### config.mk
export PLATFORM = sky130hd
export DESIGN_NAME = dmem_arbiter_flat
export DESIGN_NICKNAME = d
export VERILOG_FILES = /design/src/rtl/dmem_arbiter_if.sv /design/src/rtl/dmem_arbiter.sv /design/src/flat_wrapper.sv
export SDC_FILE = /design/constraint.sdc
export NUM_CORES = 1
export LEC_CHECK = 0
export ABC_AREA = 1
export ABC_CLOCK_PERIOD_IN_PS = 1900
export CAP_MARGIN = 0
export CORE_AREA = 2 2 115 117
export CTS_BUF_LIST = sky130_fd_sc_hd__clkbuf_16
export CTS_CLUSTER_DIAMETER = 80
export DETAILED_ROUTE_END_ITERATION = 16
export DIE_AREA = 0 0 117 119
export GPL_TIMING_DRIVEN = 0
export SLEW_MARGIN = 20
export SYNTH_ARGS = -nofsm -noshare
export SYNTH_HDL_FRONTEND = slang
export SYNTH_SLANG_ARGS = --single-unit
### constraint.sdc
create_clock -name clk -period 1.9 [get_ports clk]
set_input_delay 0.19 -clock clk [delete_from_list [all_inputs] [get_ports clk]]
set_output_delay 0.19 -clock clk [all_outputs]
set_load 0.02 [all_outputs]
### src/rtl/dmem_arbiter_if.sv
// +----------------------------------------------------------------------+
// | dmem_arbiter_if                                                      |
// | CPU, auxiliary and shared-memory signal bundle for dmem_arbiter.     |
// | Rev 1.0                                                              |
// +----------------------------------------------------------------------+
`default_nettype none

interface dmem_arbiter_if #(
  parameter int DATA_W = 32
) ();
  logic              cpu_req;
  logic              cpu_we;
  logic              cpu_byte;
  logic [DATA_W-1:0] cpu_addr;
  logic [DATA_W-1:0] cpu_wdata;
  logic [DATA_W-1:0] cpu_rdata;
  logic              cpu_stall;

  logic              aux_req;
  logic              aux_we;
  logic              aux_byte;
  logic [DATA_W-1:0] aux_addr;
  logic [DATA_W-1:0] aux_wdata;
  logic [DATA_W-1:0] aux_rdata;
  logic              aux_ack;

  logic              mem_we;
  logic              mem_byte;
  logic [DATA_W-1:0] mem_addr;
  logic [DATA_W-1:0] mem_wdata;
  logic [DATA_W-1:0] mem_rdata;

  modport slave (
    input  cpu_req, cpu_we, cpu_byte, cpu_addr, cpu_wdata,
    output cpu_rdata, cpu_stall,
    input  aux_req, aux_we, aux_byte, aux_addr, aux_wdata,
    output aux_rdata, aux_ack,
    output mem_we, mem_byte, mem_addr, mem_wdata,
    input  mem_rdata
  );

  modport master (
    output cpu_req, cpu_we, cpu_byte, cpu_addr, cpu_wdata,
    input  cpu_rdata, cpu_stall,
    output aux_req, aux_we, aux_byte, aux_addr, aux_wdata,
    input  aux_rdata, aux_ack,
    input  mem_we, mem_byte, mem_addr, mem_wdata,
    output mem_rdata
  );
endinterface

`default_nettype wire

### src/rtl/dmem_arbiter.sv
// +----------------------------------------------------------------------+
// | dmem_arbiter                                                         |
// | Two-port (CPU / aux) arbiter onto one synchronous data memory.       |
// | Optional starvation guard for aux: define DMEM_ARB_STARVE_EN.        |
// | Rev 1.0                                                              |
// +----------------------------------------------------------------------+
`default_nettype none

module dmem_arbiter #(
  parameter int DATA_W       = 32,
  parameter int STARVE_LIMIT = 4
) (
  input  wire             clk,
  input  wire             reset,
  dmem_arbiter_if.slave   bus
);

  typedef enum logic [1:0] {
    IDLE   = 2'd0,
    CPU_RD = 2'd1,
    AUX_RD = 2'd2
  } state_t;

  state_t            state_q, state_d;
  logic              aux_ack_q, aux_ack_d;
  logic [DATA_W-1:0] aux_rdata_q, aux_rdata_d;

  logic aux_pending;
  logic aux_first;
  logic idle_ok;
  logic grant_cpu;
  logic grant_aux;

  // aux_req is still high during its own ack cycle; that access is already done
  assign aux_pending = bus.aux_req & ~aux_ack_q;
  assign idle_ok     = (state_q == IDLE) & ~reset;
  assign grant_aux   = idle_ok & aux_pending & (aux_first | ~bus.cpu_req);
  assign grant_cpu   = idle_ok & bus.cpu_req & ~grant_aux;

`ifdef DMEM_ARB_STARVE_EN
  localparam int CNT_W = $clog2(STARVE_LIMIT + 1);

  logic [CNT_W-1:0] starve_q, starve_d;

  assign aux_first = (starve_q >= CNT_W'(STARVE_LIMIT));

  always_comb begin
    starve_d = starve_q;
    if (!aux_pending || grant_aux) begin
      starve_d = '0;
    end else if (grant_cpu && (starve_q < CNT_W'(STARVE_LIMIT))) begin
      starve_d = starve_q + CNT_W'(1);
    end
  end

  always_ff @(posedge clk) begin
    if (reset) begin
      starve_q <= '0;
    end else begin
      starve_q <= starve_d;
    end
  end
`else
  assign aux_first = 1'b0;
`endif

  always_comb begin
    state_d       = state_q;
    aux_ack_d     = 1'b0;
    aux_rdata_d   = aux_rdata_q;
    bus.mem_we    = 1'b0;
    bus.mem_byte  = 1'b0;
    bus.mem_addr  = '0;
    bus.mem_wdata = '0;
    bus.cpu_rdata = '0;
    bus.cpu_stall = bus.cpu_req;

    case (state_q)
      IDLE: begin
        if (grant_cpu) begin
          bus.mem_we    = bus.cpu_we;
          bus.mem_byte  = bus.cpu_byte;
          bus.mem_addr  = bus.cpu_addr;
          bus.mem_wdata = bus.cpu_wdata;
          if (bus.cpu_we) begin
            bus.cpu_stall = 1'b0;
          end else begin
            state_d = CPU_RD;
          end
        end else if (grant_aux) begin
          bus.mem_we    = bus.aux_we;
          bus.mem_byte  = bus.aux_byte;
          bus.mem_addr  = bus.aux_addr;
          bus.mem_wdata = bus.aux_wdata;
          if (bus.aux_we) begin
            aux_ack_d = 1'b1;
          end else begin
            state_d = AUX_RD;
          end
        end
      end
      CPU_RD: begin
        bus.cpu_rdata = bus.mem_rdata;
        bus.cpu_stall = 1'b0;
        state_d       = IDLE;
      end
      AUX_RD: begin
        aux_rdata_d = bus.mem_rdata;
        aux_ack_d   = 1'b1;
        state_d     = IDLE;
      end
      default: begin
        state_d = IDLE;
      end
    endcase
  end

  always_ff @(posedge clk) begin
    if (reset) begin
      state_q     <= IDLE;
      aux_ack_q   <= 1'b0;
      aux_rdata_q <= '0;
    end else begin
      state_q     <= state_d;
      aux_ack_q   <= aux_ack_d;
      aux_rdata_q <= aux_rdata_d;
    end
  end

  assign bus.aux_ack   = aux_ack_q;
  assign bus.aux_rdata = aux_rdata_q;

endmodule

`default_nettype wire

### src/flat_wrapper.sv
// flat-port wrapper written by rule: the top's interface ports become plain ports
module dmem_arbiter_flat 
#(
  parameter int DATA_W       = 32,
  parameter int STARVE_LIMIT = 4
)
  (clk, reset, bus_cpu_req, bus_cpu_we, bus_cpu_byte, bus_cpu_addr, bus_cpu_wdata, bus_cpu_rdata, bus_cpu_stall, bus_aux_req, bus_aux_we, bus_aux_byte, bus_aux_addr, bus_aux_wdata, bus_aux_rdata, bus_aux_ack, bus_mem_we, bus_mem_byte, bus_mem_addr, bus_mem_wdata, bus_mem_rdata);
  dmem_arbiter_if #(.DATA_W(DATA_W)) bus_i ();
  input  wire clk;
  input  wire reset;
  input wire logic [$bits(bus_i.cpu_req)-1:0] bus_cpu_req;
  input wire logic [$bits(bus_i.cpu_we)-1:0] bus_cpu_we;
  input wire logic [$bits(bus_i.cpu_byte)-1:0] bus_cpu_byte;
  input wire logic [$bits(bus_i.cpu_addr)-1:0] bus_cpu_addr;
  input wire logic [$bits(bus_i.cpu_wdata)-1:0] bus_cpu_wdata;
  output wire logic [$bits(bus_i.cpu_rdata)-1:0] bus_cpu_rdata;
  output wire logic [$bits(bus_i.cpu_stall)-1:0] bus_cpu_stall;
  input wire logic [$bits(bus_i.aux_req)-1:0] bus_aux_req;
  input wire logic [$bits(bus_i.aux_we)-1:0] bus_aux_we;
  input wire logic [$bits(bus_i.aux_byte)-1:0] bus_aux_byte;
  input wire logic [$bits(bus_i.aux_addr)-1:0] bus_aux_addr;
  input wire logic [$bits(bus_i.aux_wdata)-1:0] bus_aux_wdata;
  output wire logic [$bits(bus_i.aux_rdata)-1:0] bus_aux_rdata;
  output wire logic [$bits(bus_i.aux_ack)-1:0] bus_aux_ack;
  output wire logic [$bits(bus_i.mem_we)-1:0] bus_mem_we;
  output wire logic [$bits(bus_i.mem_byte)-1:0] bus_mem_byte;
  output wire logic [$bits(bus_i.mem_addr)-1:0] bus_mem_addr;
  output wire logic [$bits(bus_i.mem_wdata)-1:0] bus_mem_wdata;
  input wire logic [$bits(bus_i.mem_rdata)-1:0] bus_mem_rdata;
  assign bus_i.cpu_req = bus_cpu_req;
  assign bus_i.cpu_we = bus_cpu_we;
  assign bus_i.cpu_byte = bus_cpu_byte;
  assign bus_i.cpu_addr = bus_cpu_addr;
  assign bus_i.cpu_wdata = bus_cpu_wdata;
  assign bus_cpu_rdata = bus_i.cpu_rdata;
  assign bus_cpu_stall = bus_i.cpu_stall;
  assign bus_i.aux_req = bus_aux_req;
  assign bus_i.aux_we = bus_aux_we;
  assign bus_i.aux_byte = bus_aux_byte;
  assign bus_i.aux_addr = bus_aux_addr;
  assign bus_i.aux_wdata = bus_aux_wdata;
  assign bus_aux_rdata = bus_i.aux_rdata;
  assign bus_aux_ack = bus_i.aux_ack;
  assign bus_mem_we = bus_i.mem_we;
  assign bus_mem_byte = bus_i.mem_byte;
  assign bus_mem_addr = bus_i.mem_addr;
  assign bus_mem_wdata = bus_i.mem_wdata;
  assign bus_i.mem_rdata = bus_mem_rdata;
  dmem_arbiter #(.DATA_W(DATA_W), .STARVE_LIMIT(STARVE_LIMIT)) u_core (.clk(clk), .reset(reset), .bus(bus_i));
endmodule
==> flow_summary.ini <==
[sta]
final-setup-viol-count = 4
period_needed_ps = 1950
final.period_utilization_pct = 103
worst-slew-pin-transition_ps = 468
timing.max_slew.rel_slack_pct = 68.8
maxClockFrequency_mhz = 512
grt_setup_unrepaired = true
finalHoldViolations = 0
fin_ws_ps = -51.5
setup_total_negative_slack_ps = -162
clock-skew-final_ps = 2.54
finalMaxSlewViolations = 0

[routing]
route.antenna.remaining_nets = 0
initialDrtViolationCount = 133
detailroute.via_count = 3647
wirelength_um = 12400
route.detailed.wl_per_inst_um = 13.9
drt-vias-per-instance = 4.06
detail_route.drc_violations = 0
firstDrtPassIters = 4

[synth]
ys_warn_count = 0
yosysSeqAreaShare_pct = 30.5
synth_cells = 409
yosys.area.top_type = sky130_fd_sc_hd__nand2_1
ys_top_cells_by_area = sky130_fd_sc_hd__nand2_1 (33%), sky130_fd_sc_hd__dfxtp_1 (30%), sky130_fd_sc_hd__nor2_1 (11%), sky130_fd_sc_hd__a211oi_1 (10%), sky130_fd_sc_hd__inv_1 (6.2%)
synth.ff_latch_count = 35
synthesis.area_per_instance_um2 = 5.62
synthesis.area_um2 = 2300
yosys.area.top_type_share_pct = 32.8
count_of_cell_types_in_the_netlist = 17
syn-num-nets = 577

[global_routing]
grt_use_total_pct = 16.0
antenna_found_initial = 0
grt_pass1_wl_um = 17600
globalRoute.totalOverflow = 0
grt_max_degree = 13
via_count_of_the_first_global_routing_pass = 3498

[setup_path]
startpoint_types = flop
cell_count_of_the_worst_reg_to_reg_path = 10
reg2reg_setup_slack_ps = 410
critical_path_capture_point_type = output port
path_max_fanout = 6
crit-reg2reg-capture = u_core.state_q[1]
cp.arrival_ps = 1760
setup.worst_path.class = flop to output port
worstPathRequired_ps = 1710
regToRegStartpoint = u_core.state_q[0]

[place]
place_worst_setup_slack_ps = -568
globalplace.congestion = 0.816
place_hpwl_um = 10200
dp.cells = 883
buffer_ports.inserted = 298

[cts]
cts.hold.buffers_added = 0
clk_pin_slew_ps = 60
clock_tree.root_cell = sky130_fd_sc_hd__clkbuf_16
cts_max_level = 2
tritoncts_num_sinks = 35
clk_latency_ps = 280
cts_tree = built
cts_made_buffers = 5
cts_max_path_bufs = 2

[floorplan]
initial_cell_density_of_the_core_pct = 17.9
coreArea_um2 = 12900
die-area_um2 = 13900
fp.dieH_um = 119
design.portCount = 300
rows = 42
chipWidth_um = 117

[run_status]
violations = setup timing
run_status = finished with violations

[finish]
synth_to_final_area_change_pct = 144
antenna_cells_inserted = 0
fin_util_pct = 43.5
final_layout_size_suffix_gt1_share_pct = 16.5
final_nets = 889
final_cells = 898

[min_path]
holdPathEnd = u_core.bus.aux_rdata[22]
timing.hold.worst_path_depth = 2
hold_path_startpoint = reset
worstHoldPathType = input port to flop

[power]
power_mw = 2.63
power_internal_mw = 1.81
power_frac_seq_pct = 29.6
power_density_nw_per_um2 = 469
power_frac_comb_pct = 39.9
power_switching_share_pct = 31.0
vdd_drop_max_mv = 0.363
clock_network_power_share_pct = 30.4
p_leak_nw = 2.82
p_sw_uw = 816

[job]
maxCapViolCount = 0
-- synthesized netlist by cell type, drive strengths merged --
cell    number
o21ai        1
clkbuf       7
buf         21
a21oi        1
nor2        69
nand2      202
nand3        1
inv         38
dfxtp       35
nor3         2
a211oi      32
-- worst max-delay path: stages (launching register included) --
cell,delay (ps)
sky130_fd_sc_hd__dfxtp_2,330
sky130_fd_sc_hd__nor2_2,100
sky130_fd_sc_hd__nand2_2,100
sky130_fd_sc_hd__nor3_4,200
sky130_fd_sc_hd__buf_6,140
sky130_fd_sc_hd__buf_8,120
sky130_fd_sc_hd__buf_8,120
sky130_fd_sc_hd__buf_12,130
sky130_fd_sc_hd__nand2_4,50
sky130_fd_sc_hd__nand2_2,70
sky130_fd_sc_hd__buf_6,110
-- routing by layer --
metal	part of all wire, %	vias to the layer above	global-route usage, %
met2	48	169	28.5
met5	0	-	0
met3	8.8	22	4.27
met1	41	1592	18.4
met4	2.5	0	4.63
li1	-	1864	-
-- sequential cells by signal, indices dropped and copies added (netlist names) --
name,flops
u_core.bus.aux_rdata,32
u_core.bus.aux_ack,1
u_core.state_q,2
-- cells in the final DEF (no fill, tap or decap), types with 2 or more instances in the layout --
master | Yosys | routed
sky130_fd_sc_hd__nand2_2 | 1 | 10
sky130_fd_sc_hd__clkbuf_1 | 7 | 4
sky130_fd_sc_hd__clkdlybuf4s50_1 | 0 | 200
sky130_fd_sc_hd__a211oi_1 | 32 | 32
sky130_fd_sc_hd__clkbuf_2 | 0 | 18
sky130_fd_sc_hd__buf_12 | 0 | 2
sky130_fd_sc_hd__buf_1 | 3 | 3
sky130_fd_sc_hd__inv_1 | 38 | 37
sky130_fd_sc_hd__clkbuf_16 | 0 | 5
sky130_fd_sc_hd__dfxtp_1 | 35 | 34
sky130_fd_sc_hd__buf_8 | 0 | 2
sky130_fd_sc_hd__nand2_4 | 0 | 4
sky130_fd_sc_hd__nor2_1 | 67 | 67
sky130_fd_sc_hd__nand2_1 | 201 | 188
sky130_fd_sc_hd__buf_6 | 4 | 17
sky130_fd_sc_hd__dlygate4sd2_1 | 0 | 32
sky130_fd_sc_hd__buf_2 | 11 | 15
sky130_fd_sc_hd__nor2_2 | 2 | 2
sky130_fd_sc_hd__buf_4 | 3 | 39
-- cell type report --
type | count | area (um2)
fill | 1331 | 7270
clock inverter | 3 | 20.0
inverter | 38 | 143
timing repair buffer | 307 | 2860
multi-input combinational | 308 | 1350
clock buffer | 5 | 125
sequential | 35 | 702
buffer | 26 | 178
tap | 176 | 220
-- worst max-delay path by stage --
stage / start / endpoint / cells after the start
6_report: u_core.state_q[0] / bus_mem_wdata[25] / 10
5_1_grt: u_core.state_q[0] / bus_mem_wdata[25] / 10
4_1_cts: u_core.state_q[0] / bus_mem_wdata[29] / 9
3_5_place_dp: bus_cpu_req / bus_mem_wdata[23] / 8
3_3_place_gp: bus_cpu_req / bus_mem_wdata[23] / 8
2_1_floorplan: u_core.bus.aux_ack / bus_mem_addr[23] / 7
-- power groups by stage --
stage,Clock (mW),Sequential [mW],Combinational [mW]
final,0.800,0.779,1.05
after global routing,0.849,0.782,1.12
after CTS,0.823,0.779,1.02
after detailed placement,0,0.794,1.07
after global placement,0,0.794,1.07
after floorplan,0,0.828,0.357
-- metrics by stage --
step,instance area (um2),hold slack [ps]
global route,5600,229
detailed placement,5500,482
floorplan,2300,267
global placement,5500,480
CTS,5540,223
finish,5600,212
-- cell families (layout without fill, tap and decap cells) --
kind of cell	Yosys count	count (layout)	share of synthesized area, %
simple gates	274	274	45.5
buf+inv	66	379	13.2
flops	35	35	30.5
compound gates	34	34	10.9
-- timing repair --
action / CTS / global route
endpoints found under the setup margin: 99 / 67
buffers inserted: 6 / 3
pin swaps: 0 / 7
resized for setup: 276 / 103
No activity file was read; power rests on OpenSTA's default activity.
